--- src/rtl/hazard_scoreboard_pkg.sv ---
// Shared types and constants for the long-latency hazard scoreboard.
package hazard_sb_pkg;

  // Register file selector carried with every register index.
  typedef enum logic {
    RF_INT = 1'b0,
    RF_FP  = 1'b1
  } rf_sel_e;

  // stall_cause bit positions.
  localparam int unsigned CAUSE_RAW = 0;
  localparam int unsigned CAUSE_WAW = 1;
  localparam int unsigned CAUSE_FU  = 2;
  localparam int unsigned CAUSE_W   = 3;

  // Unit ids of the default two-unit configuration.
  localparam int unsigned FU_MULDIV = 0;
  localparam int unsigned FU_FPU    = 1;

  // Entry fields are sized for the largest supported configuration;
  // instances zero-extend into them and the top truncates back.
  localparam int unsigned SB_RD_MAX_W  = 8;
  localparam int unsigned SB_CNT_MAX_W = 16;

  typedef struct packed {
    logic                    valid;
    logic [SB_RD_MAX_W-1:0]  rd;
    rf_sel_e                 fp;
    logic [SB_CNT_MAX_W-1:0] cnt;
  } sb_entry_t;

endpackage

--- src/rtl/hazard_scoreboard_if.sv ---
// Scoreboard bus: ID issue/source info, unit done/ack handshake, writeback,
// stall and error outputs. master = pipeline side, slave = scoreboard.
interface hazard_sb_if
  import hazard_sb_pkg::*;
#(
  parameter int unsigned REG_ADDR_W = 5,
  parameter int unsigned NUM_FU     = 2
);
  localparam int unsigned NUM_REGS = 1 << REG_ADDR_W;
  localparam int unsigned FU_W     = (NUM_FU > 1) ? $clog2(NUM_FU) : 1;

  logic                  id_valid;
  logic [REG_ADDR_W-1:0] id_rs1;
  logic [REG_ADDR_W-1:0] id_rs2;
  logic                  id_rs1_en;
  logic                  id_rs2_en;
  logic                  id_rs1_fp;
  logic                  id_rs2_fp;
  logic [REG_ADDR_W-1:0] id_rd;
  logic                  id_rd_en;
  logic                  id_rd_fp;
  logic                  id_fu_en;
  logic [FU_W-1:0]       id_fu;
  logic                  ex_flush;
  logic                  pipe_wb_en;
  logic [NUM_FU-1:0]     fu_done;
  logic [NUM_FU-1:0]     fu_ack;
  logic                  wb_valid;
  logic [REG_ADDR_W-1:0] wb_rd;
  logic                  wb_fp;
  logic                  stall;
  logic [CAUSE_W-1:0]    stall_cause;
  logic [NUM_REGS-1:0]   busy_int;
  logic [NUM_REGS-1:0]   busy_fp;
  logic                  timeout_err;
  logic [FU_W-1:0]       err_fu;

  modport master (
    output id_valid, id_rs1, id_rs2, id_rs1_en, id_rs2_en, id_rs1_fp, id_rs2_fp,
           id_rd, id_rd_en, id_rd_fp, id_fu_en, id_fu, ex_flush, pipe_wb_en, fu_done,
    input  fu_ack, wb_valid, wb_rd, wb_fp, stall, stall_cause, busy_int, busy_fp,
           timeout_err, err_fu
  );

  modport slave (
    input  id_valid, id_rs1, id_rs2, id_rs1_en, id_rs2_en, id_rs1_fp, id_rs2_fp,
           id_rd, id_rd_en, id_rd_fp, id_fu_en, id_fu, ex_flush, pipe_wb_en, fu_done,
    output fu_ack, wb_valid, wb_rd, wb_fp, stall, stall_cause, busy_int, busy_fp,
           timeout_err, err_fu
  );

endinterface

--- src/rtl/hazard_scoreboard_sb_entry.sv ---
// One scoreboard entry with its watchdog counter.
// Ports: clk, rst (async high), issue/ack strobes, issue_rd/issue_fp payload,
// entry (current state), timeout_c (valid entry whose counter reached 0).
module sb_entry
  import hazard_sb_pkg::*;
#(
  parameter int unsigned REG_ADDR_W = 5,
  parameter int unsigned MAX_LAT    = 64
) (
  input  logic                  clk,
  input  logic                  rst,
  input  logic                  issue,
  input  logic                  ack,
  input  logic [REG_ADDR_W-1:0] issue_rd,
  input  logic                  issue_fp,
  output sb_entry_t             entry,
  output logic                  timeout_c
);
  localparam int unsigned CNT_W = $clog2(MAX_LAT + 1);

  logic                  valid_q;
  logic [REG_ADDR_W-1:0] rd_q;
  logic                  fp_q;
  logic [CNT_W-1:0]      cnt_q;

  // Issue loads a fresh watchdog; an un-acked entry counts down to 0 and stays.
  always_ff @(posedge clk or posedge rst) begin
    if (rst) begin
      valid_q <= 1'b0;
      rd_q    <= '0;
      fp_q    <= 1'b0;
      cnt_q   <= '0;
    end else if (issue) begin
      valid_q <= 1'b1;
      rd_q    <= issue_rd;
      fp_q    <= issue_fp;
      cnt_q   <= CNT_W'(MAX_LAT);
    end else if (ack) begin
      valid_q <= 1'b0;
      cnt_q   <= '0;
    end else if (valid_q && (cnt_q != '0)) begin
      cnt_q   <= cnt_q - CNT_W'(1);
    end
  end

  always_comb begin
    entry.valid = valid_q;
    entry.rd    = SB_RD_MAX_W'(rd_q);
    entry.fp    = rf_sel_e'(fp_q);
    entry.cnt   = SB_CNT_MAX_W'(cnt_q);
  end

  assign timeout_c = valid_q && (cnt_q == '0);

endmodule

--- src/rtl/hazard_scoreboard.sv ---
// Hazard scoreboard for long-latency units: RAW/WAW/unit-busy stall, unit
// writeback arbitration (main pipeline has priority), pending-write bitmaps,
// sticky watchdog error. Ports: clk, rst (async high), sb (slave modport).
module hazard_scoreboard
  import hazard_sb_pkg::*;
#(
  parameter int unsigned REG_ADDR_W = 5,
  parameter int unsigned NUM_FU     = 2,
  parameter int unsigned MAX_LAT    = 64
) (
  input  logic        clk,
  input  logic        rst,
  hazard_sb_if.slave  sb
);
  localparam int unsigned NUM_REGS = 1 << REG_ADDR_W;
  localparam int unsigned FU_W     = (NUM_FU > 1) ? $clog2(NUM_FU) : 1;

  sb_entry_t             ent [NUM_FU];
  logic [NUM_FU-1:0]     tmo_c;
  logic [NUM_FU-1:0]     issue_c;
  logic [NUM_FU-1:0]     ack_c;
  logic [NUM_FU-1:0]     wr_en_q;
  logic [NUM_FU-1:0]     live_c;
  logic                  raw_c, waw_c, fu_busy_c, stall_c, issue_ok_c;
  logic                  wb_valid_c, wb_fp_c;
  logic [REG_ADDR_W-1:0] wb_rd_c;
  logic [NUM_REGS-1:0]   busy_int_c, busy_fp_c;
  logic                  tmo_any_c;
  logic [FU_W-1:0]       tmo_first_c;
  logic                  timeout_err_q;
  logic [FU_W-1:0]       err_fu_q;

  for (genvar g = 0; g < NUM_FU; g++) begin : g_ent
    sb_entry #(.REG_ADDR_W(REG_ADDR_W), .MAX_LAT(MAX_LAT)) u_entry (
      .clk       (clk),
      .rst       (rst),
      .issue     (issue_c[g]),
      .ack       (ack_c[g]),
      .issue_rd  (sb.id_rd),
      .issue_fp  (sb.id_rd_fp),
      .entry     (ent[g]),
      .timeout_c (tmo_c[g])
    );
    // Counter value and the padding of rd are not needed at this level.
    logic unused_ent;
    assign unused_ent = ^{ent[g].cnt, ent[g].rd};
  end

  // Entry slot also tracks whether it owes a register write at all.
  always_ff @(posedge clk or posedge rst) begin
    if (rst) begin
      wr_en_q <= '0;
    end else begin
      for (int i = 0; i < NUM_FU; i++) begin
        if (issue_c[i]) wr_en_q[i] <= sb.id_rd_en;
      end
    end
  end

  // Hazard compare. Integer x0 is never a pending write, so it never matches.
  always_comb begin
    raw_c      = 1'b0;
    waw_c      = 1'b0;
    fu_busy_c  = 1'b0;
    live_c     = '0;
    busy_int_c = '0;
    busy_fp_c  = '0;
    for (int i = 0; i < NUM_FU; i++) begin
      live_c[i] = ent[i].valid && wr_en_q[i] &&
                  !((ent[i].fp == RF_INT) && (REG_ADDR_W'(ent[i].rd) == '0));
      if (live_c[i]) begin
        if (sb.id_rs1_en && (REG_ADDR_W'(ent[i].rd) == sb.id_rs1) &&
            (ent[i].fp == rf_sel_e'(sb.id_rs1_fp))) raw_c = 1'b1;
        if (sb.id_rs2_en && (REG_ADDR_W'(ent[i].rd) == sb.id_rs2) &&
            (ent[i].fp == rf_sel_e'(sb.id_rs2_fp))) raw_c = 1'b1;
        if (sb.id_rd_en && (REG_ADDR_W'(ent[i].rd) == sb.id_rd) &&
            (ent[i].fp == rf_sel_e'(sb.id_rd_fp))) waw_c = 1'b1;
        if (ent[i].fp == RF_FP) busy_fp_c[REG_ADDR_W'(ent[i].rd)]  = 1'b1;
        else                    busy_int_c[REG_ADDR_W'(ent[i].rd)] = 1'b1;
      end
      if (ent[i].valid && (sb.id_fu == FU_W'(i))) fu_busy_c = 1'b1;
    end
    raw_c      = raw_c && sb.id_valid;
    waw_c      = waw_c && sb.id_valid;
    fu_busy_c  = fu_busy_c && sb.id_valid && sb.id_fu_en;
    stall_c    = raw_c || waw_c || fu_busy_c;
    issue_ok_c = sb.id_valid && sb.id_fu_en && !stall_c && !sb.ex_flush;
    issue_c    = '0;
    for (int i = 0; i < NUM_FU; i++) begin
      if (sb.id_fu == FU_W'(i)) issue_c[i] = issue_ok_c;
    end
  end

  // Lowest-index completing unit wins unless the main pipeline writes back.
  always_comb begin
    ack_c      = '0;
    wb_valid_c = 1'b0;
    wb_rd_c    = '0;
    wb_fp_c    = 1'b0;
    if (!sb.pipe_wb_en) begin
      for (int i = 0; i < NUM_FU; i++) begin
        if (!wb_valid_c && ent[i].valid && sb.fu_done[i]) begin
          ack_c[i]   = 1'b1;
          wb_valid_c = 1'b1;
          wb_rd_c    = REG_ADDR_W'(ent[i].rd);
          wb_fp_c    = (ent[i].fp == RF_FP);
        end
      end
    end
  end

  // First timing-out unit (lowest index on a tie).
  always_comb begin
    tmo_any_c   = 1'b0;
    tmo_first_c = '0;
    for (int i = NUM_FU - 1; i >= 0; i--) begin
      if (tmo_c[i]) begin
        tmo_any_c   = 1'b1;
        tmo_first_c = FU_W'(i);
      end
    end
  end

  // Sticky error; err_fu keeps the first offender.
  always_ff @(posedge clk or posedge rst) begin
    if (rst) begin
      timeout_err_q <= 1'b0;
      err_fu_q      <= '0;
    end else if (!timeout_err_q && tmo_any_c) begin
      timeout_err_q <= 1'b1;
      err_fu_q      <= tmo_first_c;
    end
  end

  always_comb begin
    sb.stall_cause            = '0;
    sb.stall_cause[CAUSE_RAW] = raw_c;
    sb.stall_cause[CAUSE_WAW] = waw_c;
    sb.stall_cause[CAUSE_FU]  = fu_busy_c;
  end

  assign sb.stall       = stall_c;
  assign sb.fu_ack      = ack_c;
  assign sb.wb_valid    = wb_valid_c;
  assign sb.wb_rd       = wb_rd_c;
  assign sb.wb_fp       = wb_fp_c;
  assign sb.busy_int    = busy_int_c;
  assign sb.busy_fp     = busy_fp_c;
  assign sb.timeout_err = timeout_err_q;
  assign sb.err_fu      = err_fu_q;

endmodule

--- src/flat_wrapper.sv ---
// flat-port wrapper written by rule: the top's interface ports become plain ports
module hazard_scoreboard_flat import hazard_sb_pkg::*;
#(
  parameter int unsigned REG_ADDR_W = 5,
  parameter int unsigned NUM_FU     = 2,
  parameter int unsigned MAX_LAT    = 64
)
  (clk, rst, sb_id_valid, sb_id_rs1, sb_id_rs2, sb_id_rs1_en, sb_id_rs2_en, sb_id_rs1_fp, sb_id_rs2_fp, sb_id_rd, sb_id_rd_en, sb_id_rd_fp, sb_id_fu_en, sb_id_fu, sb_ex_flush, sb_pipe_wb_en, sb_fu_done, sb_fu_ack, sb_wb_valid, sb_wb_rd, sb_wb_fp, sb_stall, sb_stall_cause, sb_busy_int, sb_busy_fp, sb_timeout_err, sb_err_fu);
  hazard_sb_if #(.REG_ADDR_W(REG_ADDR_W), .NUM_FU(NUM_FU)) sb_i ();
  input  logic clk;
  input  logic rst;
  input wire logic [$bits(sb_i.id_valid)-1:0] sb_id_valid;
  input wire logic [$bits(sb_i.id_rs1)-1:0] sb_id_rs1;
  input wire logic [$bits(sb_i.id_rs2)-1:0] sb_id_rs2;
  input wire logic [$bits(sb_i.id_rs1_en)-1:0] sb_id_rs1_en;
  input wire logic [$bits(sb_i.id_rs2_en)-1:0] sb_id_rs2_en;
  input wire logic [$bits(sb_i.id_rs1_fp)-1:0] sb_id_rs1_fp;
  input wire logic [$bits(sb_i.id_rs2_fp)-1:0] sb_id_rs2_fp;
  input wire logic [$bits(sb_i.id_rd)-1:0] sb_id_rd;
  input wire logic [$bits(sb_i.id_rd_en)-1:0] sb_id_rd_en;
  input wire logic [$bits(sb_i.id_rd_fp)-1:0] sb_id_rd_fp;
  input wire logic [$bits(sb_i.id_fu_en)-1:0] sb_id_fu_en;
  input wire logic [$bits(sb_i.id_fu)-1:0] sb_id_fu;
  input wire logic [$bits(sb_i.ex_flush)-1:0] sb_ex_flush;
  input wire logic [$bits(sb_i.pipe_wb_en)-1:0] sb_pipe_wb_en;
  input wire logic [$bits(sb_i.fu_done)-1:0] sb_fu_done;
  output wire logic [$bits(sb_i.fu_ack)-1:0] sb_fu_ack;
  output wire logic [$bits(sb_i.wb_valid)-1:0] sb_wb_valid;
  output wire logic [$bits(sb_i.wb_rd)-1:0] sb_wb_rd;
  output wire logic [$bits(sb_i.wb_fp)-1:0] sb_wb_fp;
  output wire logic [$bits(sb_i.stall)-1:0] sb_stall;
  output wire logic [$bits(sb_i.stall_cause)-1:0] sb_stall_cause;
  output wire logic [$bits(sb_i.busy_int)-1:0] sb_busy_int;
  output wire logic [$bits(sb_i.busy_fp)-1:0] sb_busy_fp;
  output wire logic [$bits(sb_i.timeout_err)-1:0] sb_timeout_err;
  output wire logic [$bits(sb_i.err_fu)-1:0] sb_err_fu;
  assign sb_i.id_valid = sb_id_valid;
  assign sb_i.id_rs1 = sb_id_rs1;
  assign sb_i.id_rs2 = sb_id_rs2;
  assign sb_i.id_rs1_en = sb_id_rs1_en;
  assign sb_i.id_rs2_en = sb_id_rs2_en;
  assign sb_i.id_rs1_fp = sb_id_rs1_fp;
  assign sb_i.id_rs2_fp = sb_id_rs2_fp;
  assign sb_i.id_rd = sb_id_rd;
  assign sb_i.id_rd_en = sb_id_rd_en;
  assign sb_i.id_rd_fp = sb_id_rd_fp;
  assign sb_i.id_fu_en = sb_id_fu_en;
  assign sb_i.id_fu = sb_id_fu;
  assign sb_i.ex_flush = sb_ex_flush;
  assign sb_i.pipe_wb_en = sb_pipe_wb_en;
  assign sb_i.fu_done = sb_fu_done;
  assign sb_fu_ack = sb_i.fu_ack;
  assign sb_wb_valid = sb_i.wb_valid;
  assign sb_wb_rd = sb_i.wb_rd;
  assign sb_wb_fp = sb_i.wb_fp;
  assign sb_stall = sb_i.stall;
  assign sb_stall_cause = sb_i.stall_cause;
  assign sb_busy_int = sb_i.busy_int;
  assign sb_busy_fp = sb_i.busy_fp;
  assign sb_timeout_err = sb_i.timeout_err;
  assign sb_err_fu = sb_i.err_fu;
  hazard_scoreboard #(.REG_ADDR_W(REG_ADDR_W), .NUM_FU(NUM_FU), .MAX_LAT(MAX_LAT)) u_core (.clk(clk), .rst(rst), .sb(sb_i));
endmodule
--- config.mk ---
export PLATFORM = sky130hd
export DESIGN_NAME = hazard_scoreboard_flat
export DESIGN_NICKNAME = d
export VERILOG_FILES = /design/src/rtl/hazard_scoreboard_pkg.sv /design/src/rtl/hazard_scoreboard_if.sv /design/src/rtl/hazard_scoreboard_sb_entry.sv /design/src/rtl/hazard_scoreboard.sv /design/src/flat_wrapper.sv
export SDC_FILE = /design/constraint.sdc
export NUM_CORES = 1
export LEC_CHECK = 0
export CORE_ASPECT_RATIO = 0.5
export CORE_MARGIN = 4
export CORE_UTILIZATION = 40
export DETAILED_ROUTE_END_ITERATION = 12
export GPL_TIMING_DRIVEN = 0
export PLACE_DENSITY = 0.74
export SLEW_MARGIN = 0
export SYNTH_ARGS = -nofsm -noshare
export SYNTH_HDL_FRONTEND = slang
export SYNTH_SLANG_ARGS = --single-unit
--- constraint.sdc ---
create_clock -name clk -period 3.1 [get_ports clk]
set_clock_uncertainty 0.1 [all_clocks]
set_input_delay 0.31 -clock clk [delete_from_list [all_inputs] [get_ports clk]]
set_output_delay 0.31 -clock clk [all_outputs]
set_load 0.005 [all_outputs]
==> results.json <==
{
  "ys_top_cells_by_count": "o22ai_1 (64), xnor2_1 (34), dfrtp_1 (32)",
  "register_area_um2": 802,
  "critPathKind": "reg2out",
  "die_x_um": 128,
  "h-tree-depth": 2,
  "p_sw_mw": 1.41,
  "via_per_inst": 5.87,
  "area_growth_pct": 49.4,
  "p_comb_share_pct": 57.9,
  "reg2reg_from": "u_core.g_ent[0].u_entry.rd_q[3]",
  "async_reset_ff_share_pct": 100,
  "synth_most_common_cell": "o22ai_1",
  "first_global_vias": 3021,
  "worstSetupEndpointType": "primary output",
  "grt_overflow": 0,
  "clock_latency_ns": 0.28,
  "power.density_nw_per_um2": 773,
  "worstPathMaxFanout": 9,
  "fin_area_um2": 4270,
  "fin_tns_setup_ns": 0,
  "finalCriticalPeriod_ns": 3.04,
  "status": "complete, no violations",
  "start_kind": "flip-flop",
  "drive_above_1_share_pct": 13.0,
  "slew_headroom_pct": 66.5,
  "synth_enable_flop_cells": 0,
  "finalCritPeriodShare_pct": 98.2,
  "max_freq_mhz": 328,
  "start_util_pct": 42.0,
  "required_ns": 2.69,
  "clock_path_buffers": 2,
  "internal_power_mw": 1.89,
  "ys.flop_type": "dfrtp_1",
  "grtUsageTotal_pct": 22.6,
  "hpwl_um": 7310,
  "dpl-instance-area_um2": 4040,
  "globalplace.congestion": 0.873,
  "drc": 0,
  "detail_route.first_pass.iterations": 5,
  "core_um2": 6810,
  "rrSetupSlack_ns": 0.51,
  "final_util_pct": 62.8,
  "synth_cell_types": 47,
  "die_h_um": 67.8,
  "syn_inst": 340,
  "antenna_cells": 0,
  "drv_cap": 0,
  "cts_tree": "yes",
  "p_sw_share_pct": 42.7,
  "tightestPinTransition_ns": 0.498,
  "antenna_left": 0,
  "syn_area_um2": 2860,
  "nets": 487,
  "syn_nets": 373,
  "cp-startpoint": "u_core.g_ent[0].u_entry.rd_q[3]",
  "synthTopCellsByArea": "dfrtp_1 (28%), o22ai_1 (14%), xnor2_1 (10%)",
  "yosysTopAreaCell": "dfrtp_1",
  "synth_seq_area_share_pct": 28.0,
  "die_area_um2": 8640,
  "p_clk_share_pct": 18.0,
  "p_leak_nw": 1.54,
  "yosys_register_bits": 32,
  "multi_input_area_um2": 1860,
  "drtIter0Drc": 235,
  "highest-signal-layer": "met4",
  "wl_met3_um": 753,
  "yosysTopAreaCellShare_pct": 28.0,
  "grt_pass1_wl_um": 15500,
  "peakVddDrop_mv": 0.460,
  "routed_wl_um": 9810,
  "final_cell_count_no_fill": 547,
  "port_buffers": 107,
  "cpPeakStageDelay_ns": 0.45,
  "dr_total_vias": 3212,
  "hold_viol_final": 0,
  "path_cells": "or3_1 -> buf_4 -> o211a_1 -> a22o_4 -> and2_1 -> or3_1 -> clkdlybuf4s50_1",
  "crit_slowest_cell": "clkdlybuf4s50_1",
  "io_pins": 109,
  "antenna_found_initial": 0,
  "pwr-share-seq_pct": 24.1,
  "synth_area_per_cell_um2": 8.41,
  "cts_buffers": 5,
  "crit_top_cell": "or3_1",
  "arrival_ns": 2.63,
  "setup_viol_count_final": 0,
  "wl_met1_um": 4320,
  "reg2reg_depth": 7,
  "ys_warn_count": 0,
  "clock_sinks": 32,
  "rsz0062_at_grt": "yes",
  "worst_hold_path_type": "in2async",
  "fill_cells": 617,
  "cts_root_buf": "clkbuf_16",
  "clkSlewWorstSetupHoldPaths_ns": 0.05,
  "slew_violations": 0,
  "wl_met2_um": 4650,
  "rows": 21,
  "grt_max_degree": 33,
  "post_drt_wl_per_cell_um": 17.9,
  "dpl.cell_count": 539
}
[power groups by stage]
stage	sequential (mW)	combinational (mW)	clock [mW]
after floorplan	0.744	1.34	0
after global placement	0.777	1.83	0
after detailed placement	0.782	1.87	0
after CTS	0.774	1.90	0.602
after global routing	0.829	2.10	0.621
final	0.796	1.91	0.595
[critical path, delay by kind of cell, from the launching register on]
kind	cells	cell delay [ns]
buffers and inverters	2	0.63
flip-flops	1	0.44
AO/OA/AOI/OAI	2	0.52
AND/OR/NAND/NOR	3	0.77
[sequential cells by signal, indices dropped and copies added (netlist names)]
| name | flops |
|---|---|
| u_core.g_ent.u_entry.valid_q | 2 |
| u_core.g_ent.u_entry.cnt_q | 14 |
| u_core.g_ent.u_entry.fp_q | 2 |
| u_core.sb.timeout_err | 1 |
| u_core.wr_en_q | 2 |
| u_core.sb.err_fu | 1 |
| u_core.g_ent.u_entry.rd_q | 10 |
[path summary, 6_finish.rpt]
check | to
worst max-delay path | sb_stall
worst min-delay path | u_core.sb.err_fu
worst max register to register | u_core.g_ent[1].u_entry.fp_q
worst min register to register | u_core.sb.err_fu
max in group asynchronous | u_core.g_ent[0].u_entry.rd_q[3]
min in group clk | u_core.sb.err_fu
[what timing repair did]
action                     CTS  global route
hold buffers                 0             0
gates cloned                 0             0
setup endpoints to repair    8            20
resized for setup            4            10
setup buffers                1             1
pin swaps                    0             1
hold endpoints to repair     0             0
[kinds of logic after synthesis]
| group | Yosys count | synth area share, % |
|---|---|---|
| adder cells (fa/ha/maj) | 3 | 1.31 |
| XOR/XNOR | 46 | 14.1 |
| AO/OA/AOI/OAI | 86 | 20.3 |
| multiplexers | 15 | 6.26 |
| other | 1 | 0.131 |
| flip-flops | 32 | 28.0 |
| buffers and inverters | 42 | 7.18 |
| AND/OR/NAND/NOR | 115 | 22.7 |
[layout make-up]
class / count / share of cell area [%]
flip-flops and latches: 32 / 18.8
plain buffers: 31 / 4.10
well taps: 92 / 2.70
clock inverters: 1 / 0.703
clock buffers: 7 / 3.57
multi-input cells: 266 / 43.5
inverters: 8 / 0.703
repair buffers: 110 / 25.9
[metrics by stage]
stage          hold slack (ns)  worst slack, ns  total power [mW]
3_5_place_dp             0.396            0.148              2.65
5_1_grt                  0.162          0.00522              3.55
6_report                 0.144           0.0554              3.30
2_1_floorplan            0.326            0.704              2.09
3_3_place_gp             0.405            0.179              2.60
4_1_cts                  0.423          0.00894              3.27
[placed cells by master (no fill, tap or decap), types with 2 or more instances in the layout]
master	count
nor3_4	2
clkdlybuf4s50_1	107
mux2_4	3
clkbuf_2	4
nand3b_1	8
clkbuf_8	2
and2_1	2
xnor2_1	34
ha_1	3
buf_6	2
buf_4	9
and3_1	2
o22ai_1	64
nor2_1	15
a21o_1	3
xor2_1	12
mux2_2	10
nor3_1	14
nand2_1	20
buf_2	7
inv_1	7
clkbuf_16	5
nor3b_1	2
a21oi_1	4
nand3_1	17
or3b_2	5
o21ai_0	2
or3_1	6
a22o_1	4
nor4_1	7
dfrtp_1	31
clkbuf_1	10
nor2b_1	3
nand4_1	5
[per-layer routing]
layer | global-route usage [%] | up-vias
met5 | 0 | -
met4 | 5.08 | 0
met3 | 3.95 | 11
met2 | 38.9 | 130
met1 | 30.1 | 1576
li1 | - | 1495
(Power assumes the default switching activity.)
